[config.mk]
export PLATFORM = sky130hd
export DESIGN_NAME = c5g_qsys_mem_if_lpddr2_emif_dmaster_b2p
export DESIGN_NICKNAME = d
export VERILOG_FILES = /design/src/rtl/c5g_qsys_dmaster_pkg.sv /design/src/rtl/c5g_qsys_mem_if_lpddr2_emif_dmaster_b2p.sv
export SDC_FILE = /design/constraint.sdc
export NUM_CORES = 1
export LEC_CHECK = 0
export BUFFER_PORTS_ARGS = -buffer_cell sky130_fd_sc_hd__buf_4
export CORE_ASPECT_RATIO = 1.4
export CORE_MARGIN = 2
export CORE_UTILIZATION = 40
export DETAILED_ROUTE_END_ITERATION = 8
export SLEW_MARGIN = 40
export SYNTH_ARGS = -nofsm -noshare
export SYNTH_HDL_FRONTEND = slang
export SYNTH_SLANG_ARGS = --single-unit
[constraint.sdc]
create_clock -name clk -period 2 [get_ports clk]
set_input_delay 0.2 -clock clk [delete_from_list [all_inputs] [get_ports clk]]
set_output_delay 0.2 -clock clk [all_outputs]
set_load 0.05 [all_outputs]
[src/rtl/c5g_qsys_dmaster_pkg.sv]
// Shared framing constants and output word type for the dmaster bytes-to-packets decoder.
package c5g_qsys_dmaster_pkg;

  localparam logic [7:0] SOP_CHAR     = 8'h7A;
  localparam logic [7:0] EOP_CHAR     = 8'h7B;
  localparam logic [7:0] CHANNEL_CHAR = 8'h7C;
  localparam logic [7:0] ESC_CHAR     = 8'h7D;
  localparam logic [7:0] ESC_XOR      = 8'h20;

  // Channel is held at full byte width here; the top truncates it to CHANNEL_WIDTH.
  typedef struct packed {
    logic [7:0] data;
    logic       sop;
    logic       eop;
    logic [7:0] channel;
  } out_word_t;

endpackage

[src/rtl/c5g_qsys_mem_if_lpddr2_emif_dmaster_b2p.sv]
// Avalon-ST bytes-to-packets decoder: strips SOP/EOP/channel/escape framing from a raw byte
// stream and presents a registered packetised stream.
module c5g_qsys_mem_if_lpddr2_emif_dmaster_b2p
  import c5g_qsys_dmaster_pkg::*;
#(
  parameter int CHANNEL_WIDTH = 8
) (
  input  logic                     clk,
  input  logic                     reset,
  input  logic                     in_valid,
  input  logic [7:0]               in_data,
  output logic                     in_ready,
  output logic                     out_valid,
  output logic [7:0]               out_data,
  output logic                     out_startofpacket,
  output logic                     out_endofpacket,
  output logic [CHANNEL_WIDTH-1:0] out_channel,
  input  logic                     out_ready
);

  logic                     esc_q, esc_d;
  logic                     chan_pend_q, chan_pend_d;
  logic                     sop_q, sop_d;
  logic                     eop_q, eop_d;
  logic [CHANNEL_WIDTH-1:0] chan_q, chan_d;
  logic                     valid_q, valid_d;
  out_word_t                word_q, word_d;

  logic       accept;
  logic       emit;
  logic [7:0] value;

  assign in_ready = !valid_q || out_ready;
  assign accept   = in_valid && in_ready;

  always_comb begin
    esc_d       = esc_q;
    chan_pend_d = chan_pend_q;
    sop_d       = sop_q;
    eop_d       = eop_q;
    chan_d      = chan_q;
    valid_d     = valid_q;
    word_d      = word_q;
    emit        = 1'b0;
    value       = in_data;

    if (accept) begin
      // Escape outranks everything, so an escaped byte can never be taken as framing.
      if (esc_q) begin
        value = in_data ^ ESC_XOR;
        esc_d = 1'b0;
        if (chan_pend_q) begin
          chan_d      = value[CHANNEL_WIDTH-1:0];
          chan_pend_d = 1'b0;
        end else begin
          emit = 1'b1;
        end
      end else if (in_data == ESC_CHAR) begin
        esc_d = 1'b1;
      end else if (chan_pend_q) begin
        chan_d      = in_data[CHANNEL_WIDTH-1:0];
        chan_pend_d = 1'b0;
      end else if (in_data == SOP_CHAR) begin
        sop_d = 1'b1;
        eop_d = 1'b0;
      end else if (in_data == EOP_CHAR) begin
        eop_d = 1'b1;
      end else if (in_data == CHANNEL_CHAR) begin
        chan_pend_d = 1'b1;
      end else begin
        emit = 1'b1;
      end
    end

    if (emit) begin
      word_d.data    = value;
      word_d.sop     = sop_q;
      word_d.eop     = eop_q;
      word_d.channel = 8'(chan_q);
      sop_d          = 1'b0;
      eop_d          = 1'b0;
      valid_d        = 1'b1;
    end else if (out_ready) begin
      valid_d = 1'b0;
    end
  end

  always_ff @(posedge clk) begin
    if (reset) begin
      esc_q       <= 1'b0;
      chan_pend_q <= 1'b0;
      sop_q       <= 1'b0;
      eop_q       <= 1'b0;
      chan_q      <= '0;
      valid_q     <= 1'b0;
      word_q      <= '0;
    end else begin
      esc_q       <= esc_d;
      chan_pend_q <= chan_pend_d;
      sop_q       <= sop_d;
      eop_q       <= eop_d;
      chan_q      <= chan_d;
      valid_q     <= valid_d;
      word_q      <= word_d;
    end
  end

  assign out_valid         = valid_q;
  assign out_data          = word_q.data;
  assign out_startofpacket = word_q.sop;
  assign out_endofpacket   = word_q.eop;
  assign out_channel       = word_q.channel[CHANNEL_WIDTH-1:0];

endmodule

## After elaboration in Yosys (flattened, before gate mapping)

Cells that the tools add are included.

- Bits of input ports: 12
- Memory bits (writable): 0
- Bits in latches: 0
- Bits in read-only memories: 0
- Logic and storage cells: 55
- Memories kept: 0
- Output and inout port bits: 20
- Bits in registers: 31

- Multipliers: 0
- Bitwise operators: 4
- Magnitude comparators: 0
- Div/mod/pow operators: 0
- Shift operators: 0
- Add/subtract/negate cells: 0
- Multiplexer cells: 26
- Equal/unequal tests: 5
- Reductions and logical operators: 10

Operators by type and width:

| cell | number |
|---|---|
| == test 8 x 7 -> 1 bit, second input constant | 4 |
| two-way mux 8 bit | 4 |
| two-way mux 1 bit | 20 |
| two-way mux 6 bit | 2 |
| AND reduction 5 bit | 2 |
| inverter 1 bit | 4 |
| nonzero test 2 bit | 2 |
| AND reduction 3 bit | 1 |
| inequality test 2 bit, second input constant | 1 |
| AND reduction 2 bit | 1 |
| OR reduction 2 bit | 1 |
| logical AND 1 bit | 1 |
| zero test 1 bit | 1 |
| logical OR 1 bit | 1 |

## Logic depth before layout (Yosys ltp)

Gate-level depths: netlist (run 1).

- Depth in word-level cells: 9
- Mapped depth: 6
- Mapped depth without buffers: 5

## Worst setup path after synthesis (run 1)

OpenSTA, ideal clock, no wires.

- Kind: register -> register
- From: register valid_q, in the netlist out_valid
- To: register chan_q[5]
- Setup slack: 10 ps
- Cell stages (with the launch flop): 7
- Period minus slack after synthesis: 1990 ps
- Data required time: 1921 ps
- Setup time: 79 ps
- Buffers on the path: 1
- Data arrival time: 1910 ps
- Path through: dfxtp_1 > nor2b_1 > inv_1 > nand2_1 > or3b_1 > buf_6 > a211oi_2

- Word-level cells in the longest chain between the ends: 4

Ends and longest elaborated chain:

| element | RTL line | source |
|---|---|---|
| start, declared | c5g_qsys_mem_if_lpddr2_emif_dmaster_b2p.sv:26 | `logic valid_q, valid_d;` |
| start signal, assigned | c5g_qsys_mem_if_lpddr2_emif_dmaster_b2p.sv:103 | `valid_q <= valid_d;` |
| zero test 1 bit | c5g_qsys_mem_if_lpddr2_emif_dmaster_b2p.sv:33 | `assign in_ready = !valid_q \|\| out_ready;` |
| logical OR 1 bit | c5g_qsys_mem_if_lpddr2_emif_dmaster_b2p.sv:33 |  |
| via in_ready | c5g_qsys_mem_if_lpddr2_emif_dmaster_b2p.sv:12 | `output logic in_ready,` |
| logical AND 1 bit | c5g_qsys_mem_if_lpddr2_emif_dmaster_b2p.sv:34 | `assign accept = in_valid && in_ready;` |
| AND reduction 3 bit (no source line) | n/a |  |
| end signal, assigned | c5g_qsys_mem_if_lpddr2_emif_dmaster_b2p.sv:102 | `chan_q <= chan_d;` |
| end, declared | c5g_qsys_mem_if_lpddr2_emif_dmaster_b2p.sv:25 | `logic [CHANNEL_WIDTH-1:0] chan_q, chan_d;` |

The timed path passes the listed nets, and every way through them passes these cells.
A chain may end at the register's enable or synchronous reset.

## Worst setup path in the final report (run 1)

- From: register esc_q
- To: register chan_q[5]

- Word-level cells in the longest chain between the ends: 2
- Elaborated cells between the ends (all ways): 3
- Classes of those cells: eq/ne: 1; mux: 1; reduce/logical: 1

Ends and longest elaborated chain:

| element | RTL line | source |
|---|---|---|
| start, declared | c5g_qsys_mem_if_lpddr2_emif_dmaster_b2p.sv:21 | `logic esc_q, esc_d;` |
| start signal, assigned | c5g_qsys_mem_if_lpddr2_emif_dmaster_b2p.sv:98 | `esc_q <= esc_d;` |
| inequality test 2 bit (no source line) | n/a |  |
| AND reduction 3 bit (no source line) | n/a |  |

Parallel ways exist; a longest one is shown, timed or not.

==> results of run 1 <==
-- metrics by stage --
| step | setup WS (ns) | std cells | hold WS [ns] | util |
|---|---|---|---|---|
| 2_1_floorplan | 0.0103 | 153 | 0.336 | - |
| 4_1_cts | 0.305 | 223 | 0.198 | 0.532 |
| 6_report | 0.316 | 223 | 0.205 | 0.532 |
| 3_5_place_dp | 0.315 | 217 | 0.458 | 0.509 |
| 5_1_grt | 0.201 | 223 | 0.205 | 0.532 |
| 3_3_place_gp | 0.349 | 217 | 0.455 | 0.509 |
-- final cells by class --
cell class	count	share of cell area
sequential	31	0.370
inverter	3	0.00672
multi-input combinational	107	0.385
tap	39	0.0291
timing repair buffer	37	0.166
clock buffer	6	0.0433
-- routing by layer --
| layer | GRT usage | vias up | wire length (µm) | part of all wire |
|---|---|---|---|---|
| li1 | - | 595 | - | - |
| met5 | 0 | - | 0 | 0 |
| met1 | 0.228 | 554 | 1350 | 0.43 |
| met4 | 0.0940 | 0 | 79 | 0.025 |
| met2 | 0.296 | 34 | 1550 | 0.50 |
| met3 | 0.0494 | 8 | 151 | 0.048 |
-- critical path, stage by stage, from the launching register on --
cell and delay, ns:
dfxtp_1 0.35, and4b_4 0.23, and4_4 0.19, or3b_1 0.57
a211oi_2 0.27
-- worst max-delay path by stage --
stage	to	slack, ns	cells after the start
after floorplan	chan_q[5]$_SDFFE_PP0P_	0.01	6
after global placement	chan_q[5]$_SDFFE_PP0P_	0.35	4
after detailed placement	chan_q[5]$_SDFFE_PP0P_	0.31	4
after CTS	chan_q[5]$_SDFFE_PP0P_	0.31	4
after global routing	out_data[6]$_SDFFE_PP0P_	0.20	6
final	chan_q[5]$_SDFFE_PP0P_	0.32	4
-- layout by cell type (no fill, tap or decap), types with 2 or more instances in the layout --
cell / instances
a21oi_1: 21
buf_4: 37
clkbuf_8: 5
dfxtp_1: 31
inv_1: 3
mux2i_1: 7
nand2_1: 3
nand2b_1: 14
nand3_1: 19
nor2_1: 2
nor2b_1: 4
nor3_1: 3
o21ai_0: 19
xor2_1: 2
-- logic make-up after synthesis --
| logic type | after synthesis |
|---|---|
| AO/OA/AOI/OAI | 43 |
| XOR/XNOR | 2 |
| buffers and inverters | 15 |
| flip-flops | 31 |
| multiplexers | 7 |
| AND/OR/NAND/NOR | 55 |
-- state kept, by name (all words and copies together), names as in the netlist --
| register | flops |
|---|---|
| out_valid | 1 |
| chan_pend_q | 1 |
| sop_q | 1 |
| esc_q | 1 |
| out_channel | 8 |
| out_startofpacket | 1 |
| out_endofpacket | 1 |
| chan_q | 8 |
| eop_q | 1 |
| out_data | 8 |
-- where the power goes --
| group | switching [mW] | internal, mW |
|---|---|---|
| combinational | 0.109 | 0.0563 |
| sequential | 0.00581 | 0.630 |
| clock | 0.208 | 0.231 |
| total | 0.323 | 0.917 |
==> out/qor.csv, run 1 <==
stage;metric;value;unit
floorplan;Die Y;72.2;µm
pwr;Max VDD drop;0.000555;V
clock_network;CTS tree;done;
sta;skew final;0.00317;ns
routing;DR DRC count;0;
logic_synthesis;Syn Nets;165;
critical_path;register-to-register setup slack;0.32;ns
floorplan;initial core utilization;0.421;
pwr;leakage;0.692;nW
logic_synthesis;synthesized area per cell;8.68;µm²
clock_network;clock sink count;31;
floorplan;Row Count;24;
global_route;first-pass GRT wire length;5160;µm
hold_path;Min-Delay Path Depth;3;
floorplan;die area;3800;µm²
sta;Sum Neg Setup Slack;0;ns
flow_run;Max Cap Viol;0;
cells_and_area;# diodes;0;
critical_path;CP Capture Type;register;
clock_network;# hold bufs at CTS;0;
placed_design;Placement Cell Area;1600;µm²
cells_and_area;Multi-input gate area;646;µm²
placed_design;port buffer count;31;
floorplan;CORE AREA;3150;µm²
logic_synthesis;top cells by area, synth;dfxtp_1 (47%), a21oi_1 (7.9%), nand3_1 (7.2%), o21ai_0 (7.2%), nand2b_1 (6.6%);
logic_synthesis;top_reg_cell synth;dfxtp_1;
sta;worst rel slew slack;0.725;
routing;TritonRoute pass-1 iters;4;
routing;vias;1191;
critical_path;FF-to-FF Start;esc_q$_SDFFE_PP0P_;
logic_synthesis;ys async rst share;0;
critical_path;worst-path fanout max;8;
clock_network;post_cts resized;0;
critical_path;FF-to-FF End;chan_q[5]$_SDFFE_PP0P_;
sta;crit share post-route;0.842;
routing;initial DRC count;35;
logic_synthesis;Compound-Gate Fraction of Synth Area;0.172;
cells_and_area;fill count;299;
sta;min cycle time layout;1.68;ns
clock_network;clk_lat worst skew;0.28;ns
placed_design;dpl hpwl;2220;µm
critical_path;critical path type;reg -> reg;
logic_synthesis;Unique masters post-synth;29;
logic_synthesis;Mapped Cells;153;
pwr;Power Density;740;nW/µm²
pwr;total power;1.24;mW
sta;Least-Margin Pin Slew;0.412;ns
logic_synthesis;Post-Synth XOR/XNOR Area;0.0132;
sta;RSZ-0062 raised after global routing;no;
global_route;vias in the first global route;1145;
logic_synthesis;most common library cells after synthesis;dfxtp_1 (31), a21oi_1 (21), nand3_1 (19), o21ai_0 (19), nand2b_1 (14);
cells_and_area;nets@finish;197;
hold_path;hold path endpoint;esc_q$_SDFFE_PP0P_;
cells_and_area;register area;621;µm²
sta;final slew viol count;0;
hold_path;hold crit path type;in -> reg;
floorplan;I/O pins;32;
critical_path;Worst setup startpoint;esc_q$_SDFFE_PP0P_;
logic_synthesis;largest family of logic cells by synthesized area;simple AND/OR/NAND/NOR gates;
critical_path;worst reg2reg path depth;4;
logic_synthesis;most numerous cell in the Yosys netlist;dfxtp_1;
hold_path;HP Start;in_valid;
logic_synthesis;Post-Syn Area;1330;µm²
logic_synthesis;total of warnings raised by yosys;0;
global_route;gr ovfl total;0;
logic_synthesis;number of synthesized flops with an enable pin;0;
sta;Finish-stage setup viols;0;
logic_synthesis;leading area contributor after synthesis;dfxtp_1;
routing;WL final;3130;µm
status;status;finished, final reports clean;
routing;Routed wire per std cell;14.0;µm
clock_network;H-tree depth;2;
clock_network;Setup Fix Bufs, Post-CTS;0;
critical_path;CP arrival;1.89;ns
routing;Via density;5.34;
sta;Peak Freq;0.594;GHz
cells_and_area;synthesis-to-layout area growth;26.3;%
sta;Fin. Hold Viols;0;
global_route;largest net degree at the start of global routing;39;
clock_network;Max Root-Sink Buffers;2;
logic_synthesis;Synth Register Bits;31;
floorplan;Die Width;52.7;µm
critical_path;Critical Path RT;2.20;ns
cells_and_area;cell area after layout;1680;µm²
critical_path;CP Launch Type;register;
clock_network;Root Driver;clkbuf_8;
clock_network;Clk pin slew, worst setup/hold paths;0.06;ns
global_route;initial antenna violation count;0;
logic_synthesis;sequential area share after synthesis;0.467;
logic_synthesis;Synth Area in Simple Gates;0.244;
cells_and_area;share of layout cells above drive strength 1;0.250;
clock_network;Num CTS Buffers;5;
routing;Routed Antenna Nets;0;
placed_design;placer congestion estimate;0.868;
logic_synthesis;multiplexer share of the synthesized area;0.0528;
global_route;GRT Overall Usage;0.186;
logic_synthesis;Post-Synth Adder-Cell Area;0;
logic_synthesis;share of the synthesized area in the top cell type;0.467;
Note: power is estimated with default switching activity, not from simulation.
==> run 2, diff against run 1 <==
==> constraint.sdc (replaced) <==
create_clock -name clk -period 1.45 [get_ports clk]
set_input_delay 0.145 -clock clk [delete_from_list [all_inputs] [get_ports clk]]
set_output_delay 0.145 -clock clk [all_outputs]
set_load 0.05 [all_outputs]
==> out/qor.csv, run 2 (synthesis gave the netlist of run 1 again) <==
stage;metric;value;unit
status;status;finished, final reports clean;
sta;Fin. Hold Viols;0;
critical_path;CP Capture Type;register;
sta;Peak Freq;0.698;GHz
clock_network;clock sink count;31;
global_route;initial antenna violation count;0;
cells_and_area;post-route insts no fill;237;
cells_and_area;share of layout cells above drive strength 1;0.343;
cells_and_area;commonest non-fill, non-tap cell in the layout;buf_4;
pwr;total power;1.94;mW
routing;Via density;5.15;
routing;WL final;3300;µm
sta;Finish-stage setup viols;0;
routing;Routed Antenna Nets;0;
sta;skew final;0.00554;ns
clock_network;Max Root-Sink Buffers;2;
critical_path;CP arrival;1.64;ns
routing;DR DRC count;0;
placed_design;dpl hpwl;2370;µm
clock_network;CTS tree;done;
pwr;combinational group share of total power;0.132;
floorplan;CORE AREA;3150;µm²
placed_design;placed insts;229;
floorplan;die area;3800;µm²
global_route;gr ovfl total;0;
hold_path;hold path endpoint;out_data[7]$_SDFFE_PP0P_;
cells_and_area;nets@finish;209;
routing;initial DRC count;21;
pwr;Clk pwr share;0.418;
cells_and_area;# diodes;0;
floorplan;Die Y;72.2;µm
clock_network;Clk pin slew, worst setup/hold paths;0.07;ns
routing;Routed wire per std cell;13.9;µm
sta;worst rel slew slack;0.715;
cells_and_area;fill count;293;
critical_path;worst-path fanout max;8;
global_route;first-pass GRT wire length;5280;µm
sta;crit share post-route;0.988;
cells_and_area;synthesis-to-layout area growth;39.9;%
sta;final slew viol count;0;
clock_network;Root Driver;clkbuf_8;
clock_network;Num CTS Buffers;5;
pwr;Max VDD drop;0.000726;V
sta;Least-Margin Pin Slew;0.422;ns
clock_network;clk_lat worst skew;0.28;ns
critical_path;Critical Path RT;1.65;ns
critical_path;CP Launch Type;register;
pwr;Switching Fraction;0.253;
critical_path;FF-to-FF End;chan_q[5]$_SDFFE_PP0P_;
placed_design;placer congestion estimate;0.883;
global_route;GRT Overall Usage;0.190;
routing;TritonRoute pass-1 iters;4;
floorplan;I/O pins;32;
pwr;Power Density;1050;nW/µm²
pwr;part of the power in registers;0.450;
critical_path;register-to-register setup slack;0.02;ns
placed_design;port buffer count;31;
sta;min cycle time layout;1.43;ns
floorplan;initial core utilization;0.421;
critical_path;FF-to-FF Start;esc_q$_SDFFE_PP0P_;
routing;vias;1220;
global_route;largest net degree at the start of global routing;39;
critical_path;critical path type;reg -> reg;
floorplan;Row Count;24;
clock_network;Setup Fix Bufs, Post-CTS;0;
floorplan;Die Width;52.7;µm
critical_path;worst reg2reg path depth;5;
sta;RSZ-0062 raised after global routing;yes;
hold_path;HP Start;in_data[7];
hold_path;hold crit path type;in -> reg;
hold_path;Min-Delay Path Depth;3;
pwr;Int Pwr;1.45;mW
pwr;leakage;0.785;nW
pwr;switching pwr;0.492;mW
global_route;vias in the first global route;1132;
flow_run;Max Cap Viol;0;
cells_and_area;most frequent cells in the layout;buf_4 (45), dfxtp_1 (29), a21oi_1 (21), nand3_1 (19), o21ai_0 (19);
clock_network;H-tree depth;2;
-- run 2: power by group through the flow --
stage | Combinational, mW | Clock (mW) | Sequential [mW]
global placement | 0.253 | 0 | 0.894
detailed placement | 0.255 | 0 | 0.894
finish | 0.257 | 0.812 | 0.875
global route | 0.276 | 0.861 | 0.877
CTS | 0.256 | 0.823 | 0.876
floorplan | 0.0923 | 0 | 0.950
-- run 2: how the worst max path moves through the flow --
stage / endpoint / slack [ns] / cells after the start / start
floorplan: chan_q[5]$_SDFFE_PP0P_ / -0.03 / 6 / out_valid$_SDFFE_PP0P_
global placement: chan_q[5]$_SDFFE_PP0P_ / 0.03 / 5 / esc_q$_SDFFE_PP0P_
detailed placement: chan_q[2]$_SDFFE_PP0P_ / -0.0005 / 5 / esc_q$_SDFFE_PP0P_
CTS: chan_q[7]$_SDFFE_PP0P_ / 0.006 / 5 / esc_q$_SDFFE_PP0P_
global route: eop_q$_SDFFE_PP0P_ / -0.05 / 5 / esc_q$_SDFFE_PP0P_
finish: chan_q[5]$_SDFFE_PP0P_ / 0.02 / 5 / esc_q$_SDFFE_PP0P_
-- run 2: critical path, cell delays in order (launching register included) --
cell	delay, ns
dfxtp_2	0.32
and4b_4	0.19
and4_4	0.14
or3b_1	0.39
buf_6	0.16
a211oi_2	0.16
-- run 2: metrics by stage --
stage	hold slack (ns)	TNS (ns)	area (µm²)	util	worst slack, ns
after floorplan	0.281	-0.184	1350	-	-0.0281
after global placement	0.425	0	1720	0.545	0.0289
after detailed placement	0.438	-0.000484	1720	0.545	-0.000484
after CTS	0.137	0	1840	0.582	0.00629
after global routing	0.142	-0.222	1860	0.589	-0.0453
final	0.144	0	1860	0.589	0.0169
-- run 2: timing repair --
action | in CTS | in global routing
cloned | 0 | 0
pin swaps | 0 | 6
hold buffers | 0 | 0
endpoints found under the setup margin | 4 | 14
resized for setup | 1 | 5
-- run 2: layout make-up --
cell class,count,area [µm²],area share
Inverter,3,16.3,0.00876
Multi-Input combinational cell,107,671,0.361
Clock buffer,7,108,0.0580
Sequential cell,31,626,0.337
Timing Repair Buffer,49,383,0.206
Clock inverter,1,5.00,0.00270
Tap cell,39,48.8,0.0263
-- run 2: metal layers --
layer,vias to the layer above,global-route usage,share of wire
met5,-,0,0
met4,0,0.0769,0.013
met3,4,0.0597,0.039
met2,29,0.317,0.51
met1,563,0.223,0.43
li1,624,-,-
==> run 3, diff against run 2 <==
--- a/config.mk
+++ b/config.mk
@@ -10,7 +10,9 @@
 export CORE_MARGIN = 2
 export CORE_UTILIZATION = 40
 export DETAILED_ROUTE_END_ITERATION = 8
+export SETUP_SLACK_MARGIN = 0.05
 export SLEW_MARGIN = 40
 export SYNTH_ARGS = -nofsm -noshare
 export SYNTH_HDL_FRONTEND = slang
 export SYNTH_SLANG_ARGS = --single-unit
+export TNS_END_PERCENT = 100
==> out/qor.csv, run 3 (synthesis gave the netlist of run 1 again) <==
stage;metric;value;unit
floorplan;Row Count;24;
routing;Via density;5.23;
critical_path;FF-to-FF End;chan_q[5]$_SDFFE_PP0P_;
clock_network;Root Driver;clkbuf_8;
routing;vias;1271;
status;status;complete, but fails checks;
placed_design;placer congestion estimate;0.879;
routing;Routed wire per std cell;14.8;µm
pwr;Max VDD drop;0.000642;V
floorplan;Die Width;52.7;µm
global_route;largest net degree at the start of global routing;39;
placed_design;port buffer count;31;
clock_network;clk_lat worst skew;0.29;ns
critical_path;Critical Path RT;1.66;ns
pwr;Power Density;982;nW/µm²
cells_and_area;commonest non-fill, non-tap cell in the layout;buf_4;
critical_path;worst reg2reg path depth;5;
cells_and_area;fill count;277;
global_route;M2 GR Usage;0.318;
sta;Fin. Hold Viols;0;
routing;Routed Antenna Nets;0;
cells_and_area;synthesis-to-layout area growth;46.0;%
floorplan;CORE AREA;3150;µm²
sta;Least-Margin Pin Slew;0.356;ns
critical_path;register-to-register setup slack;-0.02;ns
global_route;global routing usage on met3;0.0617;
cells_and_area;share of layout cells above drive strength 1;0.373;
cells_and_area;nets@finish;215;
global_route;met1 Use GR;0.217;
critical_path;critical path type;reg -> reg;
routing;TritonRoute pass-1 iters;4;
sta;skew final;0.00491;ns
sta;final slew viol count;0;
floorplan;initial core utilization;0.421;
routing;initial DRC count;17;
clock_network;Clk pin slew, worst setup/hold paths;0.06;ns
cells_and_area;register area;626;µm²
global_route;gr ovfl total;0;
cells_and_area;Multi-input gate area;698;µm²
clock_network;Max Root-Sink Buffers;2;
routing;DR DRC count;0;
cells_and_area;post-route insts no fill;243;
cells_and_area;# diodes;0;
sta;Peak Freq;0.681;GHz
sta;Finish-stage setup viols;1;
sta;min cycle time layout;1.47;ns
critical_path;worst-path fanout max;8;
critical_path;CP Launch Type;register;
routing;WL final;3600;µm
clock_network;Num CTS Buffers;5;
sta;RSZ-0062 raised after global routing;yes;
sta;worst rel slew slack;0.763;
cells_and_area;most frequent cells in the layout;buf_4 (42), dfxtp_1 (29), a21oi_1 (21), nand3_1 (18), o21ai_0 (16);
floorplan;I/O pins;32;
critical_path;CP Capture Type;register;
status;failing checks;negative setup slack;
sta;hold_ws;0.137;ns
sta;Final WS setup;-0.0193;ns
hold_path;hold crit path type;in -> reg;
hold_path;Min-Delay Path Depth;3;
placed_design;dpl hpwl;2300;µm
sta;crit share post-route;1.01;
global_route;vias in the first global route;1134;
global_route;first-pass GRT wire length;5150;µm
clock_network;clock sink count;31;
placed_design;placed insts;230;
global_route;initial antenna violation count;0;
critical_path;FF-to-FF Start;esc_q$_SDFFE_PP0P_;
clock_network;CTS tree;done;
floorplan;die area;3800;µm²
flow_run;Max Cap Viol;0;
floorplan;Die Y;72.2;µm
global_route;GR peak layer;met2;
hold_path;hold path endpoint;out_data[7]$_SDFFE_PP0P_;
clock_network;H-tree depth;2;
global_route;GRT Overall Usage;0.189;
hold_path;HP Start;in_data[7];
clock_network;# hold bufs at CTS;0;
pwr;leakage;0.814;nW
critical_path;CP arrival;1.68;ns
[run 3: cell types whose count changed in the layout (fill, tap and decap cells not counted), sizes merged]
| cell | change |
|---|---|
| clkbuf | +1 |
| buf | +6 |
| clkinv | -1 |
[run 3: cell type report]
type                       count  share of cell area
sequential                    31               0.323
inverter                       3             0.00839
clock buffer                   8              0.0516
tap                           39              0.0252
timing repair buffer          55               0.232
multi-input combinational    107               0.360
[run 3: repair_timing]
action                     CTS  global route
buffers inserted             1             0
setup endpoints to repair    9            30
gates resized for setup      5            18
cloned                       0             4
pin swaps                    0            16
[run 3: how the worst max path moves through the flow]
| stage | start | end | slack (ns) |
|---|---|---|---|
| after floorplan | out_valid$_SDFFE_PP0P_ | chan_q[5]$_SDFFE_PP0P_ | -0.03 |
| after global placement | esc_q$_SDFFE_PP0P_ | chan_q[5]$_SDFFE_PP0P_ | 0.02 |
| after detailed placement | esc_q$_SDFFE_PP0P_ | chan_q[5]$_SDFFE_PP0P_ | -0.02 |
| after CTS | esc_q$_SDFFE_PP0P_ | chan_q[5]$_SDFFE_PP0P_ | -0.02 |
| after global routing | esc_q$_SDFFE_PP0P_ | chan_q[5]$_SDFFE_PP0P_ | -0.06 |
| final | esc_q$_SDFFE_PP0P_ | chan_q[5]$_SDFFE_PP0P_ | -0.02 |
[run 3: worst max-delay path: stages (launching register included)]
cell      delay, ns
dfxtp_2        0.32
and4b_4        0.19
and4_4         0.18
or3b_4         0.36
buf_6          0.15
a211oi_2       0.18
[run 3: metrics by stage]
| stage | setup WS [ns] | setup TNS, ns | power, mW | utilization | cell area (µm²) |
|---|---|---|---|---|---|
| 2_1_floorplan | -0.0281 | -0.183 | 1.04 | - | 1360 |
| 3_3_place_gp | 0.0238 | 0 | 1.15 | 0.548 | 1730 |
| 3_5_place_dp | -0.0177 | -0.0245 | 1.15 | 0.548 | 1730 |
| 4_1_cts | -0.0191 | -0.0218 | 1.90 | 0.589 | 1860 |
| 5_1_grt | -0.0648 | -0.325 | 1.97 | 0.615 | 1940 |
| 6_report | -0.0193 | -0.0193 | 1.90 | 0.615 | 1940 |
[run 3: layer usage]
metal	up-vias	share of wire	wire length (µm)
met2	42	0.51	1830
met3	7	0.051	183
met4	0	0.017	62
met1	585	0.42	1520
li1	637	-	-
met5	-	0	0
[run 3: report_power, final]
group	internal (mW)	switching (mW)
Combinational	0.111	0.167
Clock	0.433	0.318
Sequential	0.868	0.00777
